**src/rtl/serial_alu_pkg.sv**
```systemverilog
// Shared encodings and sizing helpers for the bit-serial ALU.
package serial_alu_pkg;

  typedef enum logic [1:0] {
    OP_ADD = 2'b00,
    OP_SUB = 2'b01,
    OP_XOR = 2'b10,
    OP_CMP = 2'b11
  } op_e;

  typedef enum logic [1:0] {
    ST_IDLE = 2'b00,
    ST_RUN  = 2'b01,
    ST_DONE = 2'b10
  } state_e;

  function automatic int cnt_width(input int w);
    return $clog2(w + 1);
  endfunction

endpackage

```
**src/rtl/serial_adder_cell.sv**
```systemverilog
// One-bit full adder with optional B inversion, XOR-only mode
// and a presettable carry flip-flop.
module serial_adder_cell (
  input  logic clk,
  input  logic rst_n,
  input  logic a_i,
  input  logic b_i,
  input  logic inv_i,
  input  logic xor_i,
  input  logic load_i,
  input  logic preset_i,
  input  logic en_i,
  output logic s_o,
  output logic c_o,
  output logic co_o
);

  logic c_q, c_d, bi;

  assign bi   = b_i ^ inv_i;
  assign co_o = (a_i & bi) | (a_i & c_q) | (bi & c_q);
  assign s_o  = xor_i ? (a_i ^ b_i) : (a_i ^ bi ^ c_q);
  assign c_o  = c_q;

  always_comb begin
    c_d = c_q;
    if (load_i)
      c_d = preset_i;
    else if (en_i && !xor_i)
      c_d = co_o;
  end

  always_ff @(posedge clk or negedge rst_n) begin
    if (!rst_n) c_q <= 1'b0;
    else        c_q <= c_d;
  end

endmodule

```
**src/rtl/serial_alu.sv**
```systemverilog
// Bit-serial add/sub/xor/compare unit, LSB first, one bit per clock.
// Results and flags update on the step that consumes the MSB.
module serial_alu
  import serial_alu_pkg::*;
#(
  parameter int WIDTH = 8
) (
  input  logic             clk,
  input  logic             rst_n,
  input  logic             start,
  input  logic [1:0]       op,
  input  logic [WIDTH-1:0] a,
  input  logic [WIDTH-1:0] b,
  output logic             busy,
  output logic             done,
  output logic [WIDTH-1:0] result,
  output logic             flag_c,
  output logic             flag_z,
  output logic             flag_n,
  output logic             flag_v
);

  localparam int CW = cnt_width(WIDTH);

  state_e           state_q, state_d;
  op_e              op_q, op_d, op_in;
  logic [CW-1:0]    cnt_q, cnt_d;
  logic [WIDTH-1:0] a_q, a_d;
  logic [WIDTH-1:0] b_q, b_d;
  logic [WIDTH-1:0] stg_q, stg_d;
  logic [WIDTH-1:0] res_q, res_d;
  logic [3:0]       flg_q, flg_d;
  logic             busy_q, busy_d;
  logic             done_q, done_d;

  logic             accept, step, last;
  logic             is_inv, is_xor, preset;
  logic             s, c_cur, c_nxt;
  logic [WIDTH-1:0] stg_nx;

  assign op_in  = op_e'(op);
  assign accept = start && (state_q != ST_RUN);
  assign step   = (state_q == ST_RUN);
  assign last   = (cnt_q == CW'(WIDTH - 1));
  assign stg_nx = {s, stg_q[WIDTH-1:1]};

  assign is_inv = (op_q == OP_SUB) || (op_q == OP_CMP);
  assign is_xor = (op_q == OP_XOR);
  assign preset = (op_in == OP_SUB) || (op_in == OP_CMP);

  serial_adder_cell u_cell (
    .clk      (clk),
    .rst_n    (rst_n),
    .a_i      (a_q[0]),
    .b_i      (b_q[0]),
    .inv_i    (is_inv),
    .xor_i    (is_xor),
    .load_i   (accept),
    .preset_i (preset),
    .en_i     (step),
    .s_o      (s),
    .c_o      (c_cur),
    .co_o     (c_nxt)
  );

  always_comb begin
    state_d = state_q;
    op_d    = op_q;
    cnt_d   = cnt_q;
    a_d     = a_q;
    b_d     = b_q;
    stg_d   = stg_q;
    res_d   = res_q;
    flg_d   = flg_q;
    unique case (state_q)
      ST_IDLE, ST_DONE: begin
        state_d = ST_IDLE;
        if (start) begin
          state_d = ST_RUN;
          op_d    = op_in;
          cnt_d   = '0;
          a_d     = a;
          b_d     = b;
          stg_d   = '0;
        end
      end
      ST_RUN: begin
        a_d   = a_q >> 1;
        b_d   = b_q >> 1;
        stg_d = stg_nx;
        cnt_d = cnt_q + CW'(1);
        if (last) begin
          state_d = ST_DONE;
          res_d   = (op_q == OP_CMP) ? res_q : stg_nx;
          // c_cur is the carry into the MSB at this step
          flg_d = {is_xor ? 1'b0 : c_nxt,
                   (stg_nx == '0),
                   s,
                   is_xor ? 1'b0 : (c_cur ^ c_nxt)};
        end
      end
      default: state_d = ST_IDLE;
    endcase
    busy_d = (state_d == ST_RUN);
    done_d = (state_d == ST_DONE);
  end

  always_ff @(posedge clk or negedge rst_n) begin
    if (!rst_n) begin
      state_q <= ST_IDLE;
      op_q    <= OP_ADD;
      cnt_q   <= '0;
      a_q     <= '0;
      b_q     <= '0;
      stg_q   <= '0;
      res_q   <= '0;
      flg_q   <= '0;
      busy_q  <= 1'b0;
      done_q  <= 1'b0;
    end else begin
      state_q <= state_d;
      op_q    <= op_d;
      cnt_q   <= cnt_d;
      a_q     <= a_d;
      b_q     <= b_d;
      stg_q   <= stg_d;
      res_q   <= res_d;
      flg_q   <= flg_d;
      busy_q  <= busy_d;
      done_q  <= done_d;
    end
  end

  assign busy   = busy_q;
  assign done   = done_q;
  assign result = res_q;
  assign flag_c = flg_q[3];
  assign flag_z = flg_q[2];
  assign flag_n = flg_q[1];
  assign flag_v = flg_q[0];

endmodule

```
**config.mk**
```make
export PLATFORM = sky130hd
export DESIGN_NAME = serial_alu
export DESIGN_NICKNAME = d
export VERILOG_FILES = /design/src/rtl/serial_alu_pkg.sv /design/src/rtl/serial_adder_cell.sv /design/src/rtl/serial_alu.sv
export SDC_FILE = /design/constraint.sdc
export NUM_CORES = 1
export LEC_CHECK = 0
export CORE_ASPECT_RATIO = 1.75
export CORE_MARGIN = 5
export CORE_UTILIZATION = 47
export CTS_CLUSTER_DIAMETER = 150
export CTS_CLUSTER_SIZE = 16
export DETAILED_ROUTE_END_ITERATION = 12
export HOLD_SLACK_MARGIN = 0.12
export PLACE_DENSITY = 0.79
export SLEW_MARGIN = 30
export SYNTH_ARGS = -nofsm -noshare
export SYNTH_HDL_FRONTEND = slang
export SYNTH_HIERARCHICAL = 1
export SYNTH_SLANG_ARGS = --single-unit
```
**constraint.sdc**
```tcl
create_clock -name clk -period 1.6 [get_ports clk]
set_clock_uncertainty 0.05 [all_clocks]
set_input_delay 0.32 -clock clk [delete_from_list [all_inputs] [get_ports clk]]
set_output_delay 0.32 -clock clk [all_outputs]
set_load 0.005 [all_outputs]
```
# ---- Yosys cells after proc, flatten, opt, wreduce, memory -nomap -nowiden
# Index checks and enable logic that the tools add are counted.
dict set report totals {
  ff_bits 47
  input_bits 21
  out_inout_bits 14
  wordCells 65
}
dict set report classes {
  n_addsub 1
  eq_ne 12
  muxes 16
  n_bitwise 11
  reduce_logical 14
}
# op count
set ops {}
lappend ops {{one-hot mux 8 bit (2 select lines)} 3}
lappend ops {{2-to-1 mux 8 bit} 3}
lappend ops {{== test 2 bit (second input constant)} 5}
lappend ops {{== test 2 x 1 -> 1 bit (second input constant)} 4}
lappend ops {{zero test 8 bit} 1}
lappend ops {{one-hot mux 4 bit (2 select lines)} 1}
lappend ops {{2-to-1 mux 1 bit} 6}
lappend ops {{AND reduction 2 bit} 3}
lappend ops {{bitwise XOR 1 bit} 5}
lappend ops {{adder 4 x 1 -> 4 bit (second input constant)} 1}
lappend ops {{== test 4 x 3 -> 1 bit (second input constant)} 1}
lappend ops {{2-to-1 mux 4 bit} 1}
lappend ops {{one-hot mux 2 bit (2 select lines)} 1}
lappend ops {{nonzero test 2 bit} 2}
lappend ops {{bitwise AND 1 bit} 3}
lappend ops {{AND reduction 3 bit} 1}
lappend ops {{logical AND 1 bit} 2}
lappend ops {{zero test 2 bit} 1}
lappend ops {{logical OR 1 bit} 2}
lappend ops {{2-to-1 mux 2 bit} 1}
lappend ops {{!= test 2 x 1 -> 1 bit (second input constant)} 1}
lappend ops {{!= test 2 bit (second input constant)} 1}
lappend ops {{bitwise OR 1 bit} 2}
lappend ops {{OR reduction 2 bit} 1}
lappend ops {{other kinds (2)} 2}

# ---- Logic depth before layout (Yosys ltp)
# Gate-level depths: netlist of run 1.
dict set report depth {
  depth_word 8
  ltp_mapped 7
  ltp_nobuf 6
}

# ---- By module
# Netlist of run 1, hierarchy kept.
# mod instances cells_each area_each_um2 seq_area_each_um2
set modules_own_cells {}
lappend modules_own_cells {serial_alu 1 140 1891.8 1126.1}
lappend modules_own_cells {serial_adder_cell 1 12 115.1 25.0}

# ---- Worst setup path before layout of run 1
# No wires, ideal clock.
dict set report synth_timing {
  path_kind {register to register}
  startpoint {register op_q[0]}
  endpoint {register flg_q[2]}
  setup_ns 0.126
  arrival_ns 1.504
  required_ns 1.424
  path_slack_ns -0.080
  stages_incl_launch_ff 8
  n_path_buf 1
  period_less_slack_ns 1.680
  cell_sequence {dfrtp_1 -> clkbuf_1 -> xnor2_1 -> fa_1 -> mux2i_1 -> nor4_1 -> nand4_1 -> o21ai_0}
}
dict set report synth_between {
  elab_chain_cells 7
  elab_cells_between_ends 9
  cone_classes {eq/ne (3); mux (1); bitwise (3); reduce/logical (2)}
}
# item line
set synth_lines {}
lappend synth_lines {{start, declared} serial_alu.sv:26} ;# op_e op_q, op_d, op_in;
lappend synth_lines {{start signal, assigned} serial_alu.sv:122} ;# op_q <= op_d;
lappend synth_lines {{== test 2 x 1 -> 1 bit / == test 2 bit (equally long branches)} serial_alu.sv:47} ;# assign is_inv = (op_q == OP_SUB) || (op_q == OP_CMP);
lappend synth_lines {{logical OR 1 bit *} serial_alu.sv:47}
lappend synth_lines {{net is_inv} serial_alu.sv:37} ;# logic is_inv, is_xor, preset;
lappend synth_lines {{bitwise XOR 1 bit *} serial_adder_cell.sv:20} ;# assign bi = b_i ^ inv_i;
lappend synth_lines {{bitwise XOR 1 bit * (2 in series)} serial_adder_cell.sv:22} ;# assign s_o = xor_i ? (a_i ^ b_i) : (a_i ^ bi ^ c_q);
lappend synth_lines {{2-to-1 mux 1 bit *} serial_adder_cell.sv:22}
lappend synth_lines {{net s} serial_alu.sv:38} ;# logic s, c_cur, c_nxt;
lappend synth_lines {{zero test 8 bit *} serial_alu.sv:97} ;# (stg_nx == '0),
lappend synth_lines {{end signal, assigned} serial_alu.sv:128} ;# flg_q <= flg_d;
lappend synth_lines {{end, declared} serial_alu.sv:32} ;# logic [3:0] flg_q, flg_d;
# Mark *: on every way through the listed nets, which the timed path passes. The rest lies on a longest branch.
# A chain may end at the register's enable or synchronous reset.

# ---- Worst setup path in the final report of run 1
dict set report layout_timing {
  startpoint {register b_q[0]}
  endpoint {register res_q[7] (netlist: result[7])}
}
dict set report layout_between {
  elab_chain_cells 4
  elab_cells_between_ends 5
  cone_classes {mux (1); bitwise (4)}
}
# item line
set layout_lines {}
lappend layout_lines {{start, declared} serial_alu.sv:29} ;# logic [WIDTH-1:0] b_q, b_d;
lappend layout_lines {{start signal, assigned} serial_alu.sv:114} ;# b_q <= '0;
lappend layout_lines {{start signal, assigned} serial_alu.sv:125} ;# b_q <= b_d;
lappend layout_lines {{bitwise XOR 1 bit} serial_adder_cell.sv:20}
lappend layout_lines {{bitwise XOR 1 bit (2 in series)} serial_adder_cell.sv:22}
lappend layout_lines {{2-to-1 mux 1 bit *} serial_adder_cell.sv:22}
lappend layout_lines {{net s} serial_alu.sv:38}
lappend layout_lines {{end signal, assigned} serial_alu.sv:127} ;# res_q <= res_d;
lappend layout_lines {{end, declared} serial_alu.sv:31} ;# logic [WIDTH-1:0] res_q, res_d;
# Marked as above.

==> results of run 1 <==
[state kept, by name, summed over array words and instances, names as in the netlist]
name and cells:
result 8, b_q 8, done 1, stg_q 7, busy 1, state_q 2
a_q 8, op_q 2, cnt_q 4, u_cell/c_o 1, flg_q 4
[area by class of cell]
class	instances	area (um2)
inverter	7	31.3
clock inverter	3	25.0
multi-input combinational	87	785
timing repair buffer	51	482
clock buffer	5	68.8
tap	49	61.3
sequential	46	1150
fill	326	1550
[layer usage]
metal | global-route usage, % | vias up | routed length (um)
met3 | 3.86 | 16 | 172
met5 | 0 | - | 0
met1 | 17.5 | 681 | 1520
met4 | 10.2 | 0 | 161
met2 | 29.2 | 53 | 2300
li1 | - | 638 | -
[cells in the final DEF, fill, tap and decap left out, types with 2 or more instances in the layout]
master	n
o21bai_1	2
xnor2_1	4
a22o_1	25
inv_1	5
nor4_1	2
nand2_1	2
inv_6	2
mux2_4	3
mux2_2	10
nor2_1	3
o21ai_0	2
dfrtp_1	46
clkbuf_8	5
clkdlybuf4s50_1	33
nor2b_1	2
nand4_1	2
a21o_1	14
buf_4	14
[worst paths after layout]
path,from,to,slack [ns],cells past startpoint
min in group asynchronous,rst_n,stg_q[1],0.46,2
max in group asynchronous,rst_n,b_q[5],0.55,3
max,b_q[0],result[7],-0.18,5
max reg2reg,b_q[0],result[7],-0.18,5
min,b_q[3],b_q[3],0.44,1
min reg2reg,b_q[3],b_q[3],0.44,1
[power groups by stage]
stage	Clock [mW]	Sequential, mW	Combinational, mW
after detailed placement	0	2.01	2.48
after global routing	0.802	2.05	2.85
after floorplan	0	1.95	1.54
final	0.731	1.99	2.62
after global placement	0	1.96	2.35
after CTS	0.742	1.99	2.61
[cell families after synthesis]
family / count (synthesis)
xor gates and xnor gates: 4
DFF: 46
AOI/OAI and AO/OA: 44
buffers and inverters: 19
adders and majority gates: 2
and+or+nand+nor: 22
muxes: 15
[critical path, cell delays in order (launching register included)]
cell	delay, ns
dfrtp_1	0.41
xnor2_1	0.15
fa_1	0.54
mux2i_4	0.10
buf_4	0.16
mux2_4	0.26
[metrics by stage]
step	worst slack [ns]	instances
floorplan	-0.0635	152
global placement	-0.329	238
detailed placement	-0.369	238
CTS	-0.153	248
global route	-0.227	248
finish	-0.176	248
[what timing repair did]
| action | CTS | global route |
|---|---|---|
| endpoints found under the setup margin | 29 | 17 |
| gates resized for setup | 3 | 3 |
| buffers inserted | 1 | 0 |
| hold endpoints to repair | 19 | 0 |
| hold buffers | 1 | 0 |
==> summary.txt, run 1 <==
Synth
  – Mean Syn Cell Area: approximately 13 um2
  – Multiplexer share of the synthesized area: 8.67%
  – Yosys top cell by area: dfrtp_1
  – Syn_nets: roughly 180
  – Synth Area in Adders: around 1.6%
  – Commonest cells in the synthesized netlist: 46 x dfrtp_1, 25 x a22o_1, 14 x a21o_1, 11 x mux2_2, 7 x buf_2
  – Yosys warnings: 6
  – Ys async rst share: 100%
  – Synthesized cell area: about 0.0020 mm2
  – Synth top area share: a little under three fifths
  – Mapped Cells: around 150
  – Simple-gate share of the synthesized area: about 7.6%
  – Post-synth EDFFs: 0
  – Sequential element share of the synthesized area: 57.4%
  – Most common cell in the netlist: dfrtp_1
  – Complex-gate fraction of the synthesized area: between 10% and 20%
  – Most used DFF post-synth: dfrtp_1
  – Combinational family with the most area after synthesis: compound AO/OA/AOI/OAI gates
  – Unique masters post-synth: 34
  – Synth Register Bits: 46
  – Area contributors post-synth: dfrtp_1 57%, a22o_1 11%, mux2_2 6.2%, a21o_1 5.2%, buf_2 1.7%
  – XOR/XNOR share of the synthesized area: under 10%

Route
  – Via density: ~5.6
  – Total wire length: around 4200 um
  – Remaining DRCs: 0
  – Routed Antenna Nets: 0
  – Average wire per standard cell: between 15 and 20 um
  – Drt pass-1 iters: 4
  – Total number of vias: 1388
  – DRT iter0 DRCs: 34

Global route
  – Initial antenna violation count: 0
  – GRT Util Overall: roughly 17%
  – Largest net degree at the start of global routing: 28
  – Vias in the first global route: ~1500
  – Gr ovfl total: 0
  – First-pass GRT wire length: 7100 um

Power
  – Internal: about 3.5 mW
  – Worst ir drop on vdd: approximately 0.0016 V
  – PD cells: 2050 mW/mm2
  – Power share of the clock group: 13.7%
  – Sw frac: between 30% and 40%
  – P_leak: between 1 and 1.5 nW
  – Total power: approximately 5.3 mW
  – Seq pwr share: a little under two fifths
  – Gate power share: a little under 50%
  – Sw Pwr: roughly 1.9 mW

Finish
  – Nets: ~220
  – Post-route cell area: 0.00260 mm2
  – Share of layout cells above drive strength 1: 24.6%
  – Synth-to-Final Area Change: 29.7%
  – N_diodes: 0
  – Core Util, Final: between 60 and 70%

STA
  – Unrepaired setup endpoints after global routing: yes
  – Relative slew slack: between 60 and 70%
  – Final Setup Violations: 6
  – Setup TNS: -0.781 ns
  – Hold Slack: ~0.44 ns
  – Final hold violation count: 0
  – Crit share post-route: 111%
  – Min Clock Period, post-route: between 1.5 and 2 ns
  – Slew Limit Fails: 0
  – Worst Tran Pin Value: roughly 0.54 ns
  – Fmax: approximately 560 MHz
  – Final WS setup: -0.176 ns

Clocking
  – Clock H-tree levels: 2
  – TritonCTS clock tree: done
  – Clk pin slew, worst setup/hold paths: 0.09 ns
  – Num CTS Buffers: 5
  – CTS root buf: clkbuf_8
  – Clk sinks: between 40 and 50
  – Max clock buf depth: 2
  – Clock latency on the worst-skew pair: approximately 0.30 ns

Floorplanning
  – Core Box Area: around 0.0042 mm2
  – Starting density of the core: 48.4%
  – Die Span X: a little under 60 um
  – Row cnt: 31
  – Die area: about 0.0057 mm2
  – Die Ht: a little under 100 um
  – Io pins: 35

Setup path
  – Critical Path Start Type: flip-flop
  – CP Capture Type: flip-flop
  – Crit path max fanout: 3
  – Crit path DAT: approximately 1.9 ns
  – CP required: approximately 1.7 ns
  – Crit Path Class: flip-flop to flip-flop

Status
  – Violated checks: setup timing
  – Status: finished with violations

Flow run
  – Max-cap violations: 0

Place
  – DP Area: between 0.002 and 0.0025 mm2
  – DP HPWL: 3060 um
  – Final GP Congestion: 0.812
  – Port Buffers: 34

Min path
  – Worst hold path class: flip-flop to flip-flop
Note: power is estimated with default switching activity, not from simulation.
==> run 2, diff against run 1 <==
Settings changed: CORE_UTILIZATION 47 to 46, PLACE_DENSITY 0.79 to 0.78, SYNTH_HIERARCHICAL 1 to default.
==> run 2 against run 1 <==
The flow still finishes with violations (setup timing). Sequential share of layout area about the same. Clock-buffer cell count up 3. Die area up 0.33%. Global-route usage down 0.82 points. Sequential power about the same. Setup slack better by 0.046 ns. Synthesized area down 1.7%. Combinational power down 14%. Core utilization about the same. Worst hold slack worse by 0.011 ns. First-iteration DRC count up 35%. Wire length down 1.8%. Largest power group unchanged.
==> summary.txt, run 2 <==
Synth
  – Area contributors post-synth: dfrtp_1 58%, mux2_2 5.7%, a22oi_1 5.3%, a22o_1 4.9%, nand2_1 4.2%
  – Syn_nets: 187 (+6.9%)
  – Sequential element share of the synthesized area: 58.4% (+1.0 points)
  – Synth Register Bits: 46 (unchanged)
  – Synth top area share: 58.4% (+1.0 points)
  – Mean Syn Cell Area: 12.0 um2 (-8.9%)
  – Yosys warnings: 0 (-6)
  – Most common cell in the netlist: dfrtp_1
  – Synthesized cell area: 0.00197 mm2 (-1.7%)
  – Unique masters post-synth: 34 (unchanged)
  – Mapped Cells: 164 (+7.9%)
  – Post-synth EDFFs: 0 (unchanged)
  – Yosys top cell by area: dfrtp_1
  – Most used DFF post-synth: dfrtp_1
  – Ys async rst share: 100% (unchanged)
  – Commonest cells in the synthesized netlist: 46 x dfrtp_1, 22 x nand2_1, 15 x nand3_1, 14 x a22oi_1, 11 x a22o_1

Clocking
  – TritonCTS clock tree: done
  – Clk sinks: 46 (unchanged)
  – Num CTS Buffers: 5 (unchanged)
  – Clk pin slew, worst setup/hold paths: 0.08 ns (about the same)
  – Clock H-tree levels: 2 (unchanged)
  – Clock latency on the worst-skew pair: 0.29 ns (about the same)
  – CTS root buf: clkbuf_8
  – Max clock buf depth: 2 (unchanged)

Place
  – Final GP Congestion: 0.834 (+2.7%)
  – DP HPWL: 2950 um (-3.6%)
  – Port Buffers: 34 (unchanged)
  – DP Worst Slack: -0.114 ns (+0.255 ns)

Route
  – Drt pass-1 iters: 4 (unchanged)
  – Routed Antenna Nets: 0 (unchanged)
  – Total wire length: 4070 um (-1.8%)
  – Total number of vias: 1451 (+4.5%)
  – DRT iter0 DRCs: 46 (+35%)
  – Remaining DRCs: 0 (unchanged)
  – Average wire per standard cell: 15.5 um (-7.1%)
  – Via density: 5.54 (-1.0%)

Finish
  – Synth-to-Final Area Change: 32.0%
  – Area of the multi-input gates: 787 um2 (+0.32%)
  – Filler Cell Count: 327 (+0.31%)
  – N_diodes: 0 (unchanged)
  – Core Util, Final: 62.7% (about the same)
  – Most frequent cells in the layout: 46 x dfrtp_1, 33 x clkdlybuf4s50_1, 22 x nand2_1, 16 x buf_4, 15 x nand3_1
  – Nets: 235 (+6.3%)
  – Share of layout cells above drive strength 1: 21.6% (-3.0 points)
  – Reg area: 0.00115 mm2 (unchanged)
  – Most common cell after layout, fill and taps aside: dfrtp_1

Global route
  – Initial antenna violation count: 0 (unchanged)
  – Vias in the first global route: 1596 (+3.4%)
  – Largest net degree at the start of global routing: 47 (+68%)
  – GRT Util Overall: 15.8% (-0.82 points)
  – First-pass GRT wire length: 7200 um (+1.4%)
  – Gr ovfl total: 0 (unchanged)

Min path
  – Worst hold path class: flip-flop to flip-flop

STA
  – Fmax: 578 MHz (+2.6%)
  – Unrepaired setup endpoints after global routing: yes
  – Slew Limit Fails: 0 (unchanged)
  – Final Setup Violations: 5 (-1)
  – Setup TNS: -0.362 ns (+0.419 ns)
  – Crit share post-route: 108% (-2.9 points)
  – Worst Tran Pin Value: 0.326 ns (-0.215 ns)
  – Min Clock Period, post-route: 1.73 ns (-0.0456 ns)
  – Final WS setup: -0.130 ns (+0.0456 ns)
  – Final hold violation count: 0 (unchanged)
  – Relative slew slack: 78.2% (+14 points)

Power
  – PD cells: 1950 mW/mm2 (-5.0%)
  – Total power: 5.07 mW (-5.0%)
  – Worst ir drop on vdd: 0.00107 V (-32%)
  – P_leak: 1.23 nW (-1.2%)

Floorplanning
  – Row cnt: 31 (unchanged)
  – Die Ht: 96.6 um (+0.17%)
  – Core Box Area: 0.00415 mm2 (unchanged)
  – Die area: 0.00575 mm2 (+0.33%)
  – Die Span X: 59.5 um (+0.16%)
  – Starting density of the core: 47.5% (-0.84 points)
  – Io pins: 35 (unchanged)

Flow run
  – Max-cap violations: 0 (unchanged)

Setup path
  – Crit Path Class: flip-flop to flip-flop
  – Crit path DAT: 1.85 ns (-0.07 ns)
  – CP Capture Type: flip-flop
  – Crit path max fanout: 4 (+1)
  – CP required: 1.72 ns (-0.02 ns)
  – Critical Path Start Type: flip-flop

Status
  – Status: finished with violations
  – Violated checks: setup timing
run 2: changes by cell type after synthesis, moves of 3 or more:
cell     before  now
nand2_1       2   22
nand3_1       0   15
a21o_1       14    0
a22o_1       25   11
a22oi_1       0   14
inv_1         6    2
xnor2_1       4    1
run 2: worst paths after layout:
kind                            slack, ns  startpoint  depth (start not counted)        end
worst max-delay path                -0.13      b_q[0]                          4  result[7]
worst max register to register      -0.13      b_q[0]                          4  result[7]
max in group asynchronous            0.80       rst_n                          3   stg_q[1]
worst min register to register       0.43    cnt_q[3]                          1   cnt_q[3]
worst min-delay path                 0.43    cnt_q[3]                          1   cnt_q[3]
min in group asynchronous            0.48       rst_n                          3     a_q[3]
run 2: metrics by stage:
stage | cells | area (um2) | hold WS (ns)
final | 262 | 2600 | 0.430
after detailed placement | 248 | 2410 | 0.266
after global routing | 262 | 2600 | 0.477
after global placement | 248 | 2410 | 0.262
after floorplan | 164 | 1980 | -0.0256
after CTS | 258 | 2550 | 0.429
run 2: power by group:
part	total (mW)	internal [mW]	switching (mW)
logic	2.25	1.28	0.968
registers	2.01	1.67	0.345
clock network	0.810	0.436	0.373
total	5.07	3.38	1.69
run 2: cells by family after synthesis:
group / Yosys count / share of synthesized area (%)
AND/OR/NAND/NOR: 55 / 14.1
flip-flops: 46 / 58.4
AO/OA/AOI/OAI: 30 / 11.8
multiplexers: 15 / 9.01
buffers and inverters: 13 / 3.74
XOR/XNOR: 3 / 1.33
adder cells (fa/ha/maj): 2 / 1.65
run 2: repair_timing:
item / in CTS / in global routing
setup endpoints to repair: 14 / 23
hold buffers: 1 / 0
setup buffers: 1 / 4
resized for setup: 3 / 6
hold endpoints to repair: 46 / 0
pin swaps: 1 / 3
run 2: metal layers:
| layer | part of all wire, % | GRT usage, % | vias to the layer above |
|---|---|---|---|
| li1 | - | - | 684 |
| met1 | 38 | 18.0 | 718 |
| met2 | 56 | 27.9 | 43 |
| met3 | 4.2 | 2.80 | 6 |
| met4 | 1.8 | 6.48 | 0 |
| met5 | 0 | 0 | - |
run 2: area by class of cell:
type                            count  share of cell area (%)
Tap cell                           49                    2.36
Inverter                            2                   0.288
Sequential cell                    46                    44.2
Timing Repair Buffer               52                    18.7
Clock buffer                        8                    4.23
Multi-Input combinational cell    105                    30.2
run 2: critical path, stage by stage, from the launching register on:
cell and delay [ns]:
dfrtp_1 0.39, xor2_1 0.18, fa_1 0.43, mux2_4 0.30, mux2_2 0.27
==> run 3, diff against run 2 <==
Settings changed: ABC_CLOCK_PERIOD_IN_PS from default to 1600.
==> results of run 3 <==
The final DEF is identical to that of run 2; final timing and power are the same.
